===== config.mk =====
export PLATFORM = sky130hd
export DESIGN_NAME = demux_1_4_32_buf_flat
export DESIGN_NICKNAME = d
export VERILOG_FILES = /design/src/rtl/demux_1_4_32_buf_if.sv /design/src/rtl/demux_1_4_32_buf.sv /design/src/flat_wrapper.sv
export SDC_FILE = /design/constraint.sdc
export NUM_CORES = 1
export LEC_CHECK = 0
export BUFFER_PORTS_ARGS = -buffer_cell sky130_fd_sc_hd__clkbuf_2
export CAP_MARGIN = 30
export CORE_ASPECT_RATIO = 1.1
export CORE_MARGIN = 10
export CORE_UTILIZATION = 40
export CTS_CLUSTER_SIZE = 10
export DETAILED_ROUTE_END_ITERATION = 8
export SLEW_MARGIN = 20
export SYNTH_ARGS = -nofsm -noshare
export SYNTH_HDL_FRONTEND = slang
export SYNTH_SLANG_ARGS = --single-unit

===== constraint.sdc =====
create_clock -name clk -period 1.92 [get_ports clk]
set_input_delay 0.384 -clock clk [delete_from_list [all_inputs] [get_ports clk]]
set_output_delay 0.384 -clock clk [all_outputs]
set_load 0.005 [all_outputs]

===== src/rtl/demux_1_4_32_buf_if.sv =====
// Handshake bundle for the 1-to-4 result demux: one tagged input stream and
// four independent buffered output channels.
interface demux_1_4_32_buf_if #(
   parameter int N     = 32,
   parameter int DEPTH = 2
);
   localparam int CW = $clog2(DEPTH) + 1;

   logic            in_valid;
   logic            in_ready;
   logic [N-1:0]    in_data;
   logic [1:0]      in_sel;
   logic [3:0]      out_valid;
   logic [3:0]      out_ready;
   logic [4*N-1:0]  out_data;
   logic [4*CW-1:0] out_count;

   modport master (
      output in_valid, in_data, in_sel, out_ready,
      input  in_ready, out_valid, out_data, out_count
   );

   modport slave (
      input  in_valid, in_data, in_sel, out_ready,
      output in_ready, out_valid, out_data, out_count
   );
endinterface


===== src/rtl/demux_1_4_32_buf.sv =====
// Registered 1-to-4 demux: each tagged input word lands in one of four
// per-destination FIFOs, and each FIFO drains independently of the others.
module demux_1_4_32_buf #(
   parameter int N     = 32,
   parameter int DEPTH = 2
) (
   input logic               clk,
   input logic               rst_n,
   demux_1_4_32_buf_if.slave bus
);
   localparam int PW  = $clog2(DEPTH);
   localparam int CW  = PW + 1;
   localparam int NCH = 4;

   logic [N-1:0]  mem_q     [NCH][DEPTH];
   logic [N-1:0]  mem_d     [NCH][DEPTH];
   logic [PW-1:0] wr_ptr_q  [NCH];
   logic [PW-1:0] wr_ptr_d  [NCH];
   logic [PW-1:0] rd_ptr_q  [NCH];
   logic [PW-1:0] rd_ptr_d  [NCH];
   logic [CW-1:0] count_q   [NCH];
   logic [CW-1:0] count_d   [NCH];

   logic [NCH-1:0] full;
   logic [NCH-1:0] empty;
   logic [NCH-1:0] push;
   logic [NCH-1:0] pop;
   logic           in_ready;

   logic [NCH-1:0]    out_valid;
   logic [NCH*N-1:0]  out_data;
   logic [NCH*CW-1:0] out_count;

   always_comb begin
      full  = '0;
      empty = '0;
      for (int k = 0; k < NCH; k++) begin
         full[k]  = (count_q[k] == CW'(DEPTH));
         empty[k] = (count_q[k] == '0);
      end
   end

   // Readiness depends only on the selected channel's registered fill level,
   // so a pop on a full channel never opens a same-cycle push.
   assign in_ready = !full[bus.in_sel];

   always_comb begin
      push = '0;
      pop  = '0;
      for (int k = 0; k < NCH; k++) begin
         push[k] = bus.in_valid && in_ready && (bus.in_sel == 2'(k));
         pop[k]  = !empty[k] && bus.out_ready[k];
      end
   end

   always_comb begin
      mem_d    = mem_q;
      wr_ptr_d = wr_ptr_q;
      rd_ptr_d = rd_ptr_q;
      count_d  = count_q;
      for (int k = 0; k < NCH; k++) begin
         if (push[k]) begin
            mem_d[k][wr_ptr_q[k]] = bus.in_data;
            wr_ptr_d[k]           = wr_ptr_q[k] + PW'(1);
         end
         if (pop[k]) begin
            rd_ptr_d[k] = rd_ptr_q[k] + PW'(1);
         end
         case ({push[k], pop[k]})
            2'b10:   count_d[k] = count_q[k] + CW'(1);
            2'b01:   count_d[k] = count_q[k] - CW'(1);
            default: count_d[k] = count_q[k];
         endcase
      end
   end

   always_ff @(posedge clk or negedge rst_n) begin
      if (!rst_n) begin
         for (int k = 0; k < NCH; k++) begin
            wr_ptr_q[k] <= '0;
            rd_ptr_q[k] <= '0;
            count_q[k]  <= '0;
            for (int e = 0; e < DEPTH; e++) begin
               mem_q[k][e] <= '0;
            end
         end
      end else begin
         mem_q    <= mem_d;
         wr_ptr_q <= wr_ptr_d;
         rd_ptr_q <= rd_ptr_d;
         count_q  <= count_d;
      end
   end

   // Heads come straight from storage, never from in_data.
   always_comb begin
      out_valid = '0;
      out_data  = '0;
      out_count = '0;
      for (int k = 0; k < NCH; k++) begin
         out_valid[k]           = !empty[k];
         out_data[k*N +: N]     = mem_q[k][rd_ptr_q[k]];
         out_count[k*CW +: CW]  = count_q[k];
      end
   end

   assign bus.in_ready  = in_ready;
   assign bus.out_valid = out_valid;
   assign bus.out_data  = out_data;
   assign bus.out_count = out_count;
endmodule


===== src/flat_wrapper.sv =====
// flat-port wrapper written by rule: the top's interface ports become plain ports
module demux_1_4_32_buf_flat 
#(
   parameter int N     = 32,
   parameter int DEPTH = 2
)
  (clk, rst_n, bus_in_valid, bus_in_data, bus_in_sel, bus_out_ready, bus_in_ready, bus_out_valid, bus_out_data, bus_out_count);
  demux_1_4_32_buf_if #(.N(N), .DEPTH(DEPTH)) bus_i ();
  input logic clk;
  input logic rst_n;
  input wire logic [$bits(bus_i.in_valid)-1:0] bus_in_valid;
  input wire logic [$bits(bus_i.in_data)-1:0] bus_in_data;
  input wire logic [$bits(bus_i.in_sel)-1:0] bus_in_sel;
  input wire logic [$bits(bus_i.out_ready)-1:0] bus_out_ready;
  output wire logic [$bits(bus_i.in_ready)-1:0] bus_in_ready;
  output wire logic [$bits(bus_i.out_valid)-1:0] bus_out_valid;
  output wire logic [$bits(bus_i.out_data)-1:0] bus_out_data;
  output wire logic [$bits(bus_i.out_count)-1:0] bus_out_count;
  assign bus_i.in_valid = bus_in_valid;
  assign bus_i.in_data = bus_in_data;
  assign bus_i.in_sel = bus_in_sel;
  assign bus_i.out_ready = bus_out_ready;
  assign bus_in_ready = bus_i.in_ready;
  assign bus_out_valid = bus_i.out_valid;
  assign bus_out_data = bus_i.out_data;
  assign bus_out_count = bus_i.out_count;
  demux_1_4_32_buf #(.N(N), .DEPTH(DEPTH)) u_core (.clk(clk), .rst_n(rst_n), .bus(bus_i));
endmodule

=== Yosys cells after proc, flatten, opt, wreduce, memory -nomap -nowiden ===
Index checks and enable logic that the tools add are counted.

* Bits in registers: 272
* Output and inout port bits: 141

* Add/sub/neg operators: 16
* $lt $le $gt $ge: 13
* Equal/unequal tests: 15
* Multiplexer cells: 30
* Bitwise logic cells: 8
* Reductions and logical operators: 27

{| class="wikitable"
|+ Operators with widths
! cell !! count
|-
| $mux 32 || 16
|-
| $bwmux 64 || 4
|-
| $demux 32 s1 || 4
|-
| $eq 2x2->1 const B || 10
|-
| $ge 2x2->1 const B || 8
|-
| $not 1->2 || 8
|-
| $pmux 2 s2 || 4
|-
| $logic_and 1x1->1 || 13
|-
| $eq 2x1->1 const B || 5
|-
| $logic_not 2->1 || 5
|-
| $add 1x1->1 const B || 8
|-
| $add 2x1->2 const B || 4
|-
| $lt 2x1->1 const B || 4
|-
| $reduce_bool 2->1 || 4
|-
| $sub 2x1->2 const B || 4
|-
| $logic_not 1->1 || 5
|-
| $lt 2x3->1 const B || 1
|-
| $bmux 1 s2 || 1
|-
| $mux 1 || 1
|}

=== Depth between registers and ports, before layout ===
* Word-level depth: 8
* Depth in mapped cells: 7
* Gate-level depth less buffers: 6

=== Worst setup path before layout ===
Ideal clock, no wire load.

* Path type: input to register
* From: in bus_in_valid
* To: reg u_core.mem_q[118] (netlist bit)
* Data arrival time: 1644 ps
* Data required time: 1795 ps
* Path slack: 150 ps
* Stages: 6
* Buffers on the path: 3
* Cell sequence: buf_4 nand2_2 or4_1 buf_6 buf_8 mux2_4

* Cells in the longest elaborated chain, start to end: 2

{| class="wikitable"
|+ RTL lines
! item !! RTL line !! source
|-
| start, declared || flat_wrapper.sv:11 || <nowiki>input wire logic [$bits(bus_i.in_valid)-1:0] bus_in_valid;</nowiki>
|-
| $logic_and 1x1->1 (2 in a row) || demux_1_4_32_buf.sv:51 || <nowiki>push[k] = bus.in_valid && in_ready && (bus.in_sel == 2'(k));</nowiki>
|-
| end signal, assigned || demux_1_4_32_buf.sv:88 || <nowiki>mem_q <= mem_d;</nowiki>
|-
| end, declared || demux_1_4_32_buf.sv:15 || <nowiki>logic [N-1:0] mem_q [NCH][DEPTH];</nowiki>
|}

No other way between the ends.
A chain may end at the register's enable or synchronous reset.

=== Worst setup path after layout ===
* From: reg u_core.count_q (netlist bit u_core.bus.out_count[4])
* To: out bus_in_ready

* Cells in the longest elaborated chain, start to end: 4

{| class="wikitable"
|+ RTL lines
! item !! RTL line !! source
|-
| start, declared || demux_1_4_32_buf.sv:21 || <nowiki>logic [CW-1:0] count_q [NCH];</nowiki>
|-
| start signal, assigned || demux_1_4_32_buf.sv:91 || <nowiki>count_q <= count_d;</nowiki>
|-
| $eq 2x2->1 || demux_1_4_32_buf.sv:38 || <nowiki>full[k] = (count_q[k] == CW'(DEPTH));</nowiki>
|-
| $bmux 1 s2 || demux_1_4_32_buf.sv:45 || <nowiki>assign in_ready = !full[bus.in_sel];</nowiki>
|-
| $mux 1 (not written as such) || demux_1_4_32_buf.sv:45 ||
|-
| $logic_not 1->1 || demux_1_4_32_buf.sv:45 ||
|-
| end, declared || flat_wrapper.sv:15 || <nowiki>output wire logic [$bits(bus_i.in_ready)-1:0] bus_in_ready;</nowiki>
|}

No other way between the ends. The select of a mux whose other input is x is not followed.

==> summary.txt <==
Status
  • Status: finished, violations left
  • Failing checks: setup timing

Clock tree
  • CTS tree: yes
  • Worst-skew pair later-pin latency: ~0.5 ns
  • Clock sinks: about 270
  • H-tree Lvls: 2
  • Clock transition at the registers of the reported paths: around 0.060 ns
  • Root buf cell: clkbuf_16
  • Clock Path Buffers: 3
  • TritonCTS Buffers: 34

STA
  • Max_slew headroom: between 60% and 70%
  • Clock Skew: roughly 0.014 ns
  • Final critical-path share of the clock period: 109%
  • Final Hold Vio Count: 0
  • Tmin final: roughly 2.1 ns
  • Unrepaired setup endpoints after global routing: yes
  • Achievable Freq: 476 MHz
  • Final WS setup: -0.179 ns
  • Slew Limit Fails: 0
  • Final setup violating endpoints: about 130
  • Worst-Margin Slew: roughly 0.48 ns

Global route
  • Vias in the first global route: about 7700
  • GRT Residual Overflow: 0
  • Total GRT Usage: between 10% and 20%
  • Largest net degree at the start of global routing: 53
  • Antenna violations before repair: 0
  • First-pass GRT wire length: 45.7 mm

Min path
  • Worst hold path type: in2reg

Die
  • Initial Util: 40.5%
  • Die height: slightly above 200 um
  • Area of the core: ~0.030 sq mm
  • IO Pins: between 150 and 200
  • Die width: between 150 and 200 um
  • Row cnt: 66
  • Die area: approximately 0.037 sq mm

Yosys
  • Cell with the most instances after synthesis: mux2_2
  • Compound-Gate Fraction of Synth Area: 0%
  • Post-synthesis mux area share: around 37%
  • Post-Synth XOR/XNOR Area: about 1.5%
  • Yosys reg bits: approximately 270
  • Syn Inst Count: ~760
  • Synth area leader: dfrtp_1
  • EDFF count, synth: 0
  • Top cells by area, synth: dfrtp_1 (57%), mux2_2 (33%), mux2_4 (3.8%), buf_2 (0.92%), xnor2_1 (0.88%)
  • Cell area after synthesis: approximately 0.012 sq mm
  • Unique masters post-synth: 28
  • Asr flop ratio synth: 100%
  • Commonest cells post-synth: mux2_2 (350), dfrtp_1 (272), mux2_4 (30)
  • Synth top area share: 56.9%
  • Most used DFF post-synth: dfrtp_1
  • Post-synthesis sequential area ratio: 56.9%
  • Synthesis warning total: 0
  • Post-Syn Nets: 804
  • Synth Area in Simple Gates: approximately 1.9%
  • Post-Synth Adder-Cell Area: less than 1%
  • Syn_area_per_cell: 15.8 sq um
  • Largest family of logic cells by synthesized area: multiplexers

Setup path
  • Arrival time worst endpoint: around 1.7 ns
  • CP Buf/Inv Count: 2
  • Crit Path Category: reg2out
  • CP max stage cell: mux4_2
  • Crit Path Max Fanout: 2
  • Crit start category: register
  • Crit path largest cell delay: ~0.45 ns
  • Largest delay contributor family on the critical path: multiplexers
  • CP Capture Type: output pin
  • CP cell instances: buf_6, nand2b_4, mux4_2, clkbuf_2
  • CP required: between 1.5 and 2 ns

Drt
  • Antenna Violating Nets Remaining: 0
  • DRC errors left: 0
  • Initial DRC count: 265
  • Via density per instance: 5.13
  • Routed wire per std cell: ~22 um
  • Post-Route WL: 30.7 mm
  • Vias: 7028
  • Drt pass-1 iters: 4

Final layout
  • Layout Utilization: between 50 and 60%
  • Fin area: around 0.015 sq mm
  • Antenna Cells: 0
  • Register area: around 0.0068 sq mm
  • Area growth syn-to-layout: 29.4%
  • Layout cell share with drive strength beyond 1: between 60% and 70%
  • Fill cells: between 2000 and 2500
  • Area of the multi-input gates: approximately 0.0054 sq mm
  • Final #Nets: slightly above 1000
  • Final Non-Filler Cells: 1370

Power
  • Pwr dens: about 1900 mW/mm^2
  • Leakage: ~7.4 nW
  • Final Power: about 29 mW
  • Worst IR drop on VDD: roughly 900 uV

Place
  • IO buf count: around 180
  • RD Place Congestion: slightly below 0.7
  • Hpwl dp: 19.2 mm
  • Post-DP Area: ~0.014 sq mm
  • Place WS: between 0.01 and 0.015 ns
  • Cells after DPL: ~1300

Run
  • Max cap viols: 0
-- logic make-up after synthesis --
kind of cell,after synthesis
buffers and inverters,44
adder cells (fa/ha/maj),4
XOR/XNOR,20
AND/OR/NAND/NOR,34
flip-flops,272
multiplexers,385
-- layer usage --
metal / global-route usage, % / vias up / wire [um]
met5: 0 / - / 0
met4: 3.63 / 0 / 472
met3: 3.39 / 36 / 1590
met2: 25.3 / 163 / 15100
met1: 20.3 / 3665 / 13600
li1: - / 3164 / -
-- registers in the layout, summed over array words and instances, names as in the netlist --
| name | flops |
|---|---|
| u_core.mem_q | 256 |
| u_core.bus.out_count | 8 |
| u_core.rd_ptr_q | 4 |
| u_core.wr_ptr_q | 4 |
-- cells in the final DEF (no fill, tap or decap), drive strengths merged --
cell	synthesis	final
or4	1	1
ha	4	4
and2	4	4
clkbuf	17	223
clkinv	0	2
nand4b	2	2
mux2	384	384
buf	27	55
nand4	3	3
dfrtp	272	272
xnor2	12	12
nand3	2	2
nor2	6	6
xor2	8	8
nor4b	2	2
or3	1	1
and2b	1	1
dlygate4sd3	0	1
and4	1	1
nor2b	2	2
nand2	1	1
nand2b	4	4
or2	4	4
mux4	1	1
-- worst reg2reg max path: stages, from the launching register on --
cell and delay, ns:
dfrtp_1 0.38, buf_4 0.12, nor2b_1 0.06, or4_2 0.59, buf_12 0.23, mux2_4 0.35
-- final cells by class --
cell class | count | share of cell area (%)
Sequential cell | 272 | 44.0
Timing Repair Buffer | 234 | 11.8
Clock buffer | 45 | 6.30
Tap cell | 374 | 3.02
Clock inverter | 2 | 0.0889
Multi-Input combinational cell | 443 | 34.7
-- stage by stage --
stage	hold WS, ns	setup TNS (ns)
floorplan	0.0884	0
global placement	0.354	0
detailed placement	0.348	0
CTS	0.214	-9.52
global route	0.235	-16.72
finish	0.238	-11.26
-- timing repair --
action / in CTS / in global routing
hold endpoints to repair: 44 / 0
setup endpoints to repair: 128 / 129
gates cloned: 1 / 9
gates resized for setup: 106 / 40
setup buffers: 3 / 6
hold buffers: 1 / 0
-- path summary, 6_finish.rpt --
kind	startpoint	end	slack, ns	cells past startpoint
max	u_core.bus.out_count[4]	bus_in_ready	-0.18	4
min	bus_in_data[23]	u_core.mem_q[151]	0.24	2
max reg2reg	u_core.bus.out_count[4]	u_core.mem_q[113]	0.07	5
min reg2reg	u_core.mem_q[70]	u_core.mem_q[70]	0.49	1
max in group asynchronous	rst_n	u_core.mem_q[59]	0.86	3
min in group asynchronous	rst_n	u_core.mem_q[199]	0.41	2
-- where the power goes --
group | switching [mW] | internal [mW]
clock network | 2.26 | 3.51
logic | 4.90 | 8.19
registers | 1.58 | 8.63
total | 8.74 | 20.3
Power figures use the tool's default switching activity.
